$ cat src/rtl/spislaveio.sv
// ---------------------------------------------------------------------------
// spislaveio -- CPU-bus SPI target (mode 0, MSB first).
//
// The responder end of an SPI link. An external SPI host exchanges bytes with
// the CPU through a one-byte RX holding register and a one-byte TX buffer.
// A level interrupt is raised on RX-full and/or TX-empty when enabled.
// The SPI pins are asynchronous and are oversampled in the clk domain.
//
// Register map (AD):
//   0 DATA    rd: RX byte (clears RXF)   wr: TX buffer (clears TXE)
//   1 STATUS  ro: {IRQ, 3'b0, SEL, OVR, TXE, RXF}
//   2 CTRL    {5'b0, OVRCLR (write-only, self-clearing), TXIE, RXIE}
//   others    read 8'hFF, writes ignored
//
// Ports:
//   clk      in   system clock, single domain
//   rst      in   synchronous active-high reset
//   irq      out  level interrupt, (RXIE & RXF) | (TXIE & TXE), registered
//   AD       in   register select
//   DI       in   CPU write data
//   DO       out  CPU read data, combinational from AD
//   rw       in   1 = read, 0 = write
//   cs       in   chip select (decode && vma)
//   ssel_n   in   SPI target select, active low, asynchronous
//   sclk     in   SPI clock, idle low, asynchronous
//   mosi     in   SPI data in, asynchronous
//   miso     out  SPI data out (MSB of the TX shifter while selected)
//   miso_oe  out  high while selected
//
// CPU handshake: a write lands on the clk edge where cs && !rw; a DATA read
// side effect applies on every edge where cs && rw && AD == 0, so stretched
// read cycles are harmless.
// ---------------------------------------------------------------------------
module spislaveio #(
    parameter int unsigned SYNC_STAGES = 2,
    parameter logic [7:0]  FILL_BYTE   = 8'hFF
) (
    input  logic       clk,
    input  logic       rst,
    output logic       irq,
    input  logic [2:0] AD,
    input  logic [7:0] DI,
    output logic [7:0] DO,
    input  logic       rw,
    input  logic       cs,
    input  logic       ssel_n,
    input  logic       sclk,
    input  logic       mosi,
    output logic       miso,
    output logic       miso_oe
);

    typedef enum logic {
        ST_IDLE = 1'b0,
        ST_SEL  = 1'b1
    } state_t;

    // ------------------------------------------------------------------
    // Pin synchronisers and edge detection. These flops are deliberately
    // not reset: they keep tracking the pins through rst, so a host that
    // holds ssel_n low across reset does not produce a false select edge.
    // ------------------------------------------------------------------
    logic [SYNC_STAGES-1:0] ssel_sync_q;
    logic [SYNC_STAGES-1:0] sclk_sync_q;
    logic [SYNC_STAGES-1:0] mosi_sync_q;
    logic                   ssel_prev_q;
    logic                   sclk_prev_q;
    logic                   ssel_s, sclk_s, mosi_s;
    logic                   ssel_fall, ssel_rise, sclk_rise, sclk_fall;

    always_ff @(posedge clk) begin
        ssel_sync_q <= {ssel_sync_q[SYNC_STAGES-2:0], ssel_n};
        sclk_sync_q <= {sclk_sync_q[SYNC_STAGES-2:0], sclk};
        mosi_sync_q <= {mosi_sync_q[SYNC_STAGES-2:0], mosi};
        ssel_prev_q <= ssel_s;
        sclk_prev_q <= sclk_s;
    end

    assign ssel_s    = ssel_sync_q[SYNC_STAGES-1];
    assign sclk_s    = sclk_sync_q[SYNC_STAGES-1];
    assign mosi_s    = mosi_sync_q[SYNC_STAGES-1];
    assign ssel_fall =  ssel_prev_q & ~ssel_s;
    assign ssel_rise = ~ssel_prev_q &  ssel_s;
    assign sclk_rise = ~sclk_prev_q &  sclk_s;
    assign sclk_fall =  sclk_prev_q & ~sclk_s;

    // ------------------------------------------------------------------
    // Register state
    // ------------------------------------------------------------------
    state_t     state_q, state_d;
    logic       rxf_q, rxf_d;
    logic       txe_q, txe_d;
    logic       ovr_q, ovr_d;
    logic       rxie_q, rxie_d;
    logic       txie_q, txie_d;
    logic       irq_q, irq_d;
    logic [7:0] rxdata_q, rxdata_d;
    logic [7:0] txbuf_q, txbuf_d;
    logic [6:0] rxshift_q, rxshift_d;  // 7 bits: the 8th arrives with the wrap
    logic [7:0] txshift_q, txshift_d;
    logic [2:0] bitcnt_q, bitcnt_d;

    logic       wr_data, rd_data, wr_ctrl;
    logic       byte_done;
    logic [7:0] tx_load;

    assign wr_data = cs & ~rw & (AD == 3'd0);
    assign rd_data = cs &  rw & (AD == 3'd0);
    assign wr_ctrl = cs & ~rw & (AD == 3'd2);

    // Byte handed to the shifter on select or on the byte boundary; an empty
    // buffer underruns to the fill byte. Always uses pre-write buffer state.
    assign tx_load = txe_q ? FILL_BYTE : txbuf_q;

    always_comb begin
        state_d   = state_q;
        rxf_d     = rxf_q;
        txe_d     = txe_q;
        ovr_d     = ovr_q;
        rxie_d    = rxie_q;
        txie_d    = txie_q;
        rxdata_d  = rxdata_q;
        txbuf_d   = txbuf_q;
        rxshift_d = rxshift_q;
        txshift_d = txshift_q;
        bitcnt_d  = bitcnt_q;
        byte_done = 1'b0;

        // SPI side. In IDLE any sclk edge is ignored, including one that
        // lands in the same synced cycle as the select.
        case (state_q)
            ST_IDLE: begin
                if (ssel_fall) begin
                    state_d   = ST_SEL;
                    txshift_d = tx_load;
                    txe_d     = 1'b1;
                    bitcnt_d  = 3'd0;
                end
            end
            ST_SEL: begin
                if (ssel_rise) begin
                    // Partial RX and unsent TX bits are simply dropped.
                    state_d  = ST_IDLE;
                    bitcnt_d = 3'd0;
                end else if (sclk_rise) begin
                    rxshift_d = {rxshift_q[5:0], mosi_s};
                    bitcnt_d  = bitcnt_q + 3'd1;
                    byte_done = (bitcnt_q == 3'd7);
                end else if (sclk_fall) begin
                    if (bitcnt_q == 3'd0) begin
                        txshift_d = tx_load;
                        txe_d     = 1'b1;
                    end else begin
                        txshift_d = {txshift_q[6:0], 1'b1};
                    end
                end
            end
            default: state_d = ST_IDLE;
        endcase

        // CPU side. A DATA write after a same-cycle reload still lands and
        // leaves TXE clear.
        if (rd_data) begin
            rxf_d = 1'b0;
        end
        if (wr_data) begin
            txbuf_d = DI;
            txe_d   = 1'b0;
        end
        if (wr_ctrl) begin
            rxie_d = DI[0];
            txie_d = DI[1];
            if (DI[2]) begin
                ovr_d = 1'b0;
            end
        end

        // Byte completion beats a concurrent DATA read: RXF stays set and the
        // byte being read out is not counted as overrun.
        if (byte_done) begin
            rxdata_d = {rxshift_q, mosi_s};
            ovr_d    = ovr_d | (rxf_q & ~rd_data);
            rxf_d    = 1'b1;
        end

        irq_d = (rxie_d & rxf_d) | (txie_d & txe_d);
    end

    always_ff @(posedge clk) begin
        if (rst) begin
            state_q   <= ST_IDLE;
            rxf_q     <= 1'b0;
            txe_q     <= 1'b1;
            ovr_q     <= 1'b0;
            rxie_q    <= 1'b0;
            txie_q    <= 1'b0;
            irq_q     <= 1'b0;
            rxdata_q  <= 8'h00;
            txbuf_q   <= FILL_BYTE;
            rxshift_q <= 7'h00;
            txshift_q <= 8'h00;
            bitcnt_q  <= 3'd0;
        end else begin
            state_q   <= state_d;
            rxf_q     <= rxf_d;
            txe_q     <= txe_d;
            ovr_q     <= ovr_d;
            rxie_q    <= rxie_d;
            txie_q    <= txie_d;
            irq_q     <= irq_d;
            rxdata_q  <= rxdata_d;
            txbuf_q   <= txbuf_d;
            rxshift_q <= rxshift_d;
            txshift_q <= txshift_d;
            bitcnt_q  <= bitcnt_d;
        end
    end

    assign irq     = irq_q;
    assign miso    = txshift_q[7] & (state_q == ST_SEL);
    assign miso_oe = (state_q == ST_SEL);

    always_comb begin
        DO = 8'hFF;
        case (AD)
            3'd0:    DO = rxdata_q;
            3'd1:    DO = {irq_q, 3'b000, (state_q == ST_SEL), ovr_q, txe_q, rxf_q};
            3'd2:    DO = {5'b00000, 1'b0, txie_q, rxie_q};
            default: DO = 8'hFF;
        endcase
    end

endmodule

$ cat config.mk
export PLATFORM = sky130hd
export DESIGN_NAME = spislaveio
export DESIGN_NICKNAME = d
export VERILOG_FILES = /design/src/rtl/spislaveio.sv
export SDC_FILE = /design/constraint.sdc
export NUM_CORES = 1
export LEC_CHECK = 0
export ABC_AREA = 1
export BUFFER_PORTS_ARGS = -buffer_cell sky130_fd_sc_hd__buf_2
export CAP_MARGIN = 20
export CORE_ASPECT_RATIO = 0.9
export CORE_MARGIN = 3
export CORE_UTILIZATION = 51
export DETAILED_ROUTE_END_ITERATION = 12
export HOLD_SLACK_MARGIN = 0.1
export PLACE_DENSITY = 0.74
export SYNTH_ARGS = -nofsm -noshare
export SYNTH_HDL_FRONTEND = slang
export SYNTH_SLANG_ARGS = --single-unit
$ cat constraint.sdc
create_clock -name clk -period 1.3 [get_ports clk]
set_clock_uncertainty 0.05 [all_clocks]
set_input_delay 0.195 -clock clk [delete_from_list [all_inputs] [get_ports clk]]
set_output_delay 0.195 -clock clk [all_outputs]
set_load 0.03 [all_outputs]
==> results of run 1 <==
==> power by group through the flow <==
| stage | Sequential [uW] | Combinational [uW] | Clock (uW) |
|---|---|---|---|
| 3_5_place_dp | 1640 | 390 | 0 |
| 5_1_grt | 1620 | 569 | 1070 |
| 6_report | 1610 | 525 | 972 |
| 2_1_floorplan | 1630 | 277 | 0 |
| 3_3_place_gp | 1640 | 385 | 0 |
| 4_1_cts | 1600 | 462 | 998 |
==> cell families after synthesis <==
family	share of synthesized area, %
DFF	45.77
adders and majority gates	1.752
AOI/OAI and AO/OA	17.05
buffers and inverters	8.581
and+or+nand+nor	26.85
==> final cells by class <==
cell class              instances  share of cell area, %
clock inverters                 1                 0.1698
repair buffers                 61                  16.47
clock buffers                   7                  3.268
flip-flops and latches         49                  34.08
multi-input cells             185                  39.18
inverters                      35                  4.881
well taps                      46                  1.952
==> per-layer routing <==
layer,vias up,track usage [%],share of wire [%]
met1,896,27.45,44
met3,11,4.762,5.9
met5,-,0,0
met4,0,9.778,2.1
met2,61,32.08,48
li1,1016,-,-
==> repair_timing <==
action                                  CTS  global route
hold endpoints to repair                  9             0
cloned                                    2             0
resized for setup                        19            59
hold buffers                              9             0
pin swaps                                 7            20
setup buffers                             5             4
endpoints found under the setup margin   24            26
==> state kept, by name (all words and copies together) (netlist names), 2 cells and up <==
register / flops
bitcnt_q: 3
mosi_sync_q: 2
rxdata_q: 8
rxshift_q: 7
sclk_sync_q: 2
ssel_sync_q: 2
txbuf_q: 8
txshift_q: 8
==> placed cells by master, fill, tap and decap left out, types with 8 or more instances in the layout <==
cell type      instances
nand3_1               14
buf_6                  8
inv_1                 25
dfxtp_1               38
buf_4                 22
nor2_1                18
o21ai_0               15
a21oi_1               11
buf_2                 20
nand2_1               66
dlygate4sd3_1          9
a21oi_2               12
==> worst paths after layout <==
kind | startpoint | to | cells after the start
setup / recovery | AD[1] | DO[3] | 5
hold / removal | DI[2] | txbuf_q[2] | 3
setup reg to reg | bitcnt_q[0] | rxdata_q[1] | 5
hold reg to reg | sclk_sync_q[0] | sclk_sync_q[1] | 0
==> worst min-delay path: stages <==
cell	delay (ns)
buf_2	0.09
inv_1	0.07
o211ai_1	0.10
==> stage by stage <==
step                      worst slack, ns  hold WS (ns)  cell area [um^2]  util [%]
after floorplan                   -0.1522        0.1727              2145         -
after global placement           -0.09787        0.2483              2425     62.36
after detailed placement          -0.1440        0.2486              2425     62.36
after CTS                       -0.009235        0.1409              2729     70.17
after global routing             -0.09267        0.1376              2948     75.80
final                            -0.03815        0.1496              2948     75.80
==> synth_stat cells (all sizes together) <==
master | count | share of area [%]
o211ai | 6 | 2.1
ha | 3 | 1.8
inv | 34 | 6.2
dfxtp | 49 | 46
buf | 6 | 1.8
nor3 | 2 | 0.47
o21ai | 26 | 6.2
clkbuf | 1 | 0.17
nand2 | 78 | 16
a211oi | 2 | 0.70
nand3 | 14 | 3.3
nor2 | 23 | 5.3
or2 | 1 | 0.29
nand4 | 2 | 1.3
clkinv | 1 | 0.41
a21oi | 24 | 7.2
o2111ai | 2 | 0.82
==> metrics, run 1 <==
worst vdd ir between 0.8 and 0.9 mV; worst min path class in -> reg; worst path bufs/invs 2; Root Driver clkbuf_8; H-tree depth 2; #FFs+latches synth 49; core area between 3000 and 4000 um^2; max incr delay on CP roughly 0.23 ns; Clock Latency Late Sink about 0.30 ns; register area share after synthesis about 46%; Seq pwr share between 50 and 60%; Worst R2R Setup Slack -0.01 ns; TritonCTS clock tree built; grt ovf 0; Final WS setup -0.03815 ns; FILL cells 282; synth warn 0; CP Class in -> out; Clock Pin Slew Worst Setup and Hold Paths approximately 0.08 ns; Worst EP required between 1 and 1.5 ns; Placed Cells ~360; pin count of the biggest net entering global routing 30; slowest stage cell, crit path o211ai_1; static leakage 0.001330 uW; RSZ-0062 raised after global routing true; share of layout cells above drive strength 1 about 37%; CTS Buf Count 5; Final Wtd Congestion roughly 0.79; Combinational Power Share 16.9%; vias slightly below 2000; vias in the first global route about 1700; Sink Count just under 50; Final Total Pwr 3105 uW; Cell Rows 21; post-synth cell types 32; post-route ant nets 0; Setup TNS Final -0.1283 ns; Initial DRC Count 200; synthesized net count ~300; Setup violations, final 8; Post-Layout Cell Count ~380; CTS Buffer Depth 2; delay-heaviest family, CP buffers and inverters; internal power around 2300 uW; Max Clk Rate between 0.7 and 0.8 GHz; Synth Instances around 270; initial antenna violation count 0; Worst EP arrival between 1 and 1.5 ns; NetSw 846.0 uW; drc violations 0; Area Overhead vs Synth 37.54%; final hold violation count 0; crit-path max FO 8; switch share approximately 27%; ANT cells 0; drt wl/cell 14.07 um; failing checks negative setup slack; Final Max Slew Viols 0; Min Clock Period, post-route ~1.3 ns; synthesized area per cell slightly below 8 um^2; Register Area 1005 um^2; drt pass-1 iters 4; first-pass GRT wire length about 8000 um; total track usage between 20% and 30%; max-cap viol count 0; Post-DP HPWL around 3200 um; worst slew pin tran about 0.30 ns; worst rel slew slack 79.82%; vias per cell roughly 5.2; starting density of the core 55.12%; Ports 29; Post-Syn Area ~2100 um^2; Startpoint Class input pin; port buffer count 28; P per Cell Area roughly 1100 nW/um^2; Clk pwr share approximately 31%; worst-path cell chain buf_2 -> nor2_2 -> nand2_4 -> o211ai_1 -> buf_4; WL final 5402 um; status complete, but fails checks; die width 74.34 um; chip height roughly 68 um; Final period util 102.9%; multi-input combinational cell area between 1000 and 1500 um^2; Die Area ~5000 um^2; kind of end point of the critical path output port; Nets about 360
Power figures use the tool's default switching activity.
==> run 2: changes to the inputs <==
- SKIP_CTS_REPAIR_TIMING: unset -> 1
==> run 2 against run 1 <==
The flow still finishes with violations (negative setup slack). Clock power grew 0.6%. Flip-flop and latch count unchanged. Register-to-register slack about the same. Worst hold slack worse by 0.082 ns. Combinational power increased by 2%. Final area grew 0.34%. Via count fell by 0.45%. First-iteration DRC count increased by 15%. Wire length shrank 1.3%. Global-route usage fell by 1.6 points. Utilization grew 0.26 points. Setup slack gained 0.014 ns.
==> metrics, run 2 (synthesized netlist as in run 1, its figures left out) <==
status complete, but fails checks; failing checks negative setup slack; worst path bufs/invs 2; worst rel slew slack a little over 80%; max-cap viol count 0; Clock Pin Slew Worst Setup and Hold Paths around 0.090 ns; share of layout cells above drive strength 1 approximately 38%; die width around 74 um; WL final 5332 um; chip height about 68 um; drt wl/cell between 10 and 15 um; total track usage approximately a fifth; switch share between 20% and 30%; vias in the first global route about 1600; slowest stage cell, crit path dfxtp_2; vias per cell 5.143; post-route ant nets 0; Area Overhead vs Synth 38.00%; starting density of the core 55.12%; worst-path cell chain inv_2 -> o211ai_1 -> buf_4; CP Class reg -> out; Die Area ~5000 um^2; Nets 358; design area 2958 um^2; CTS Buf Count 5; vias 1975; FF-to-FF path depth 5; H-tree depth 2; grt ovf 0; final hold violation count 0; Final Wtd Congestion 0.7877; Seq pwr share 51.5%; Ports 29; Final Max Slew Viols 0; drc violations 0; initial antenna violation count 0; Setup TNS Final -0.09628 ns; port buffer count 28; Worst EP arrival roughly 1.1 ns; max incr delay on CP roughly 0.33 ns; Clk pwr share between 30% and 40%; Min Clock Period, post-route between 1 and 1.5 ns; Worst Hold Depth 3; drt pass-1 iters 4; internal power around 2300 uW; NetSw 855.9 uW; Sink Count just under 50; critical path depth 3; most frequent cells in the layout 63 x nand2_1, 38 x dfxtp_1, 23 x buf_4; kind of end point of the critical path output port; P per Cell Area 1055 nW/um^2; worst slew pin tran 0.2602 ns; Post-DP HPWL between 3000 and 4000 um; static leakage 0.001336 uW; ANT cells 0; CTS Buffer Depth 2; biggest regs rxdata_q (8), txbuf_q (8), txshift_q (8); first-pass GRT wire length a little over 7000 um; Setup violations, final 6; FILL cells about 280; Register Area between 1000 and 1500 um^2; Final WS setup -0.02419 ns; delay-heaviest family, CP flip-flops; leading cell type in the layout, fill and taps excluded nand2_1; Max Clk Rate approximately 0.76 GHz; Root Driver clkbuf_8; Startpoint Class flop; Cell Rows 21; crit-path max FO 2; Post-Layout Cell Count between 300 and 400; Final period util 101.9%; Worst EP required around 1.1 ns; Post-DP Area between 2000 and 2500 um^2; WHS 0.06799 ns; Initial DRC Count 230; TritonCTS clock tree built; worst vdd ir 0.8079 mV; pin count of the biggest net entering global routing 30; core area 3889 um^2; Clock Latency Late Sink around 0.31 ns; Combinational Power Share between 10% and 20%; RSZ-0062 raised after global routing true; multi-input combinational cell area around 1200 um^2; Placed Cells 356; dpl ws -0.1440 ns; worst min path class in -> reg
run 2: cell types whose count changed in the layout (fill, tap and decap cells not counted), moves of 2 or more:
| cell | delta |
|---|---|
| inv_1 | -3 |
| inv_2 | +2 |
| o21ai_2 | -5 |
| nand2_2 | +2 |
| o21ai_1 | +8 |
| nand2_1 | -3 |
| o21ai_0 | -3 |
run 2: cell type report:
class,instances,area share [%]
Clock buffer,7,3.257
Sequential cell,49,33.97
Multi-Input combinational cell,185,39.68
Tap cell,46,1.946
Inverter,35,4.949
Timing Repair Buffer,61,16.03
Clock inverter,1,0.1692
run 2: through the flow:
stage                     util, %  total power, uW
after floorplan                 -             1906
after global placement      62.36             2024
after detailed placement    62.36             2031
after CTS                   64.96             2996
after global routing        76.06             3262
final                       76.06             3122
run 2: metal layers:
metal	track usage (%)	vias up	wire (um)
met5	0	-	0
met4	8.667	0	37
met3	4.018	4	347
met2	29.09	69	2539
met1	26.08	887	2407
li1	-	1015	-
run 2: final timing paths:
kind / startpoint / endpoint / slack, ns
setup reg to reg: miso_oe / rxdata_q[5] / -0.02
hold reg to reg: sclk_sync_q[0] / sclk_sync_q[1] / 0.28
setup / recovery: rxdata_q[3] / DO[3] / -0.02
hold / removal: DI[0] / txbuf_q[0] / 0.07
run 2: worst register-to-register path: stages, from the launching register on:
cell and delay (ns):
dfxtp_4 0.39, clkbuf_2 0.17, buf_4 0.14, nand4_4 0.18, o21ai_1 0.24, a21oi_2 0.04
run 2: power by group through the flow:
stage	logic [uW]	registers [uW]	clock network, uW
after detailed placement	390	1640	0
after global routing	581	1610	1070
after floorplan	277	1630	0
final	537	1610	978
after CTS	392	1610	998
after global placement	385	1640	0
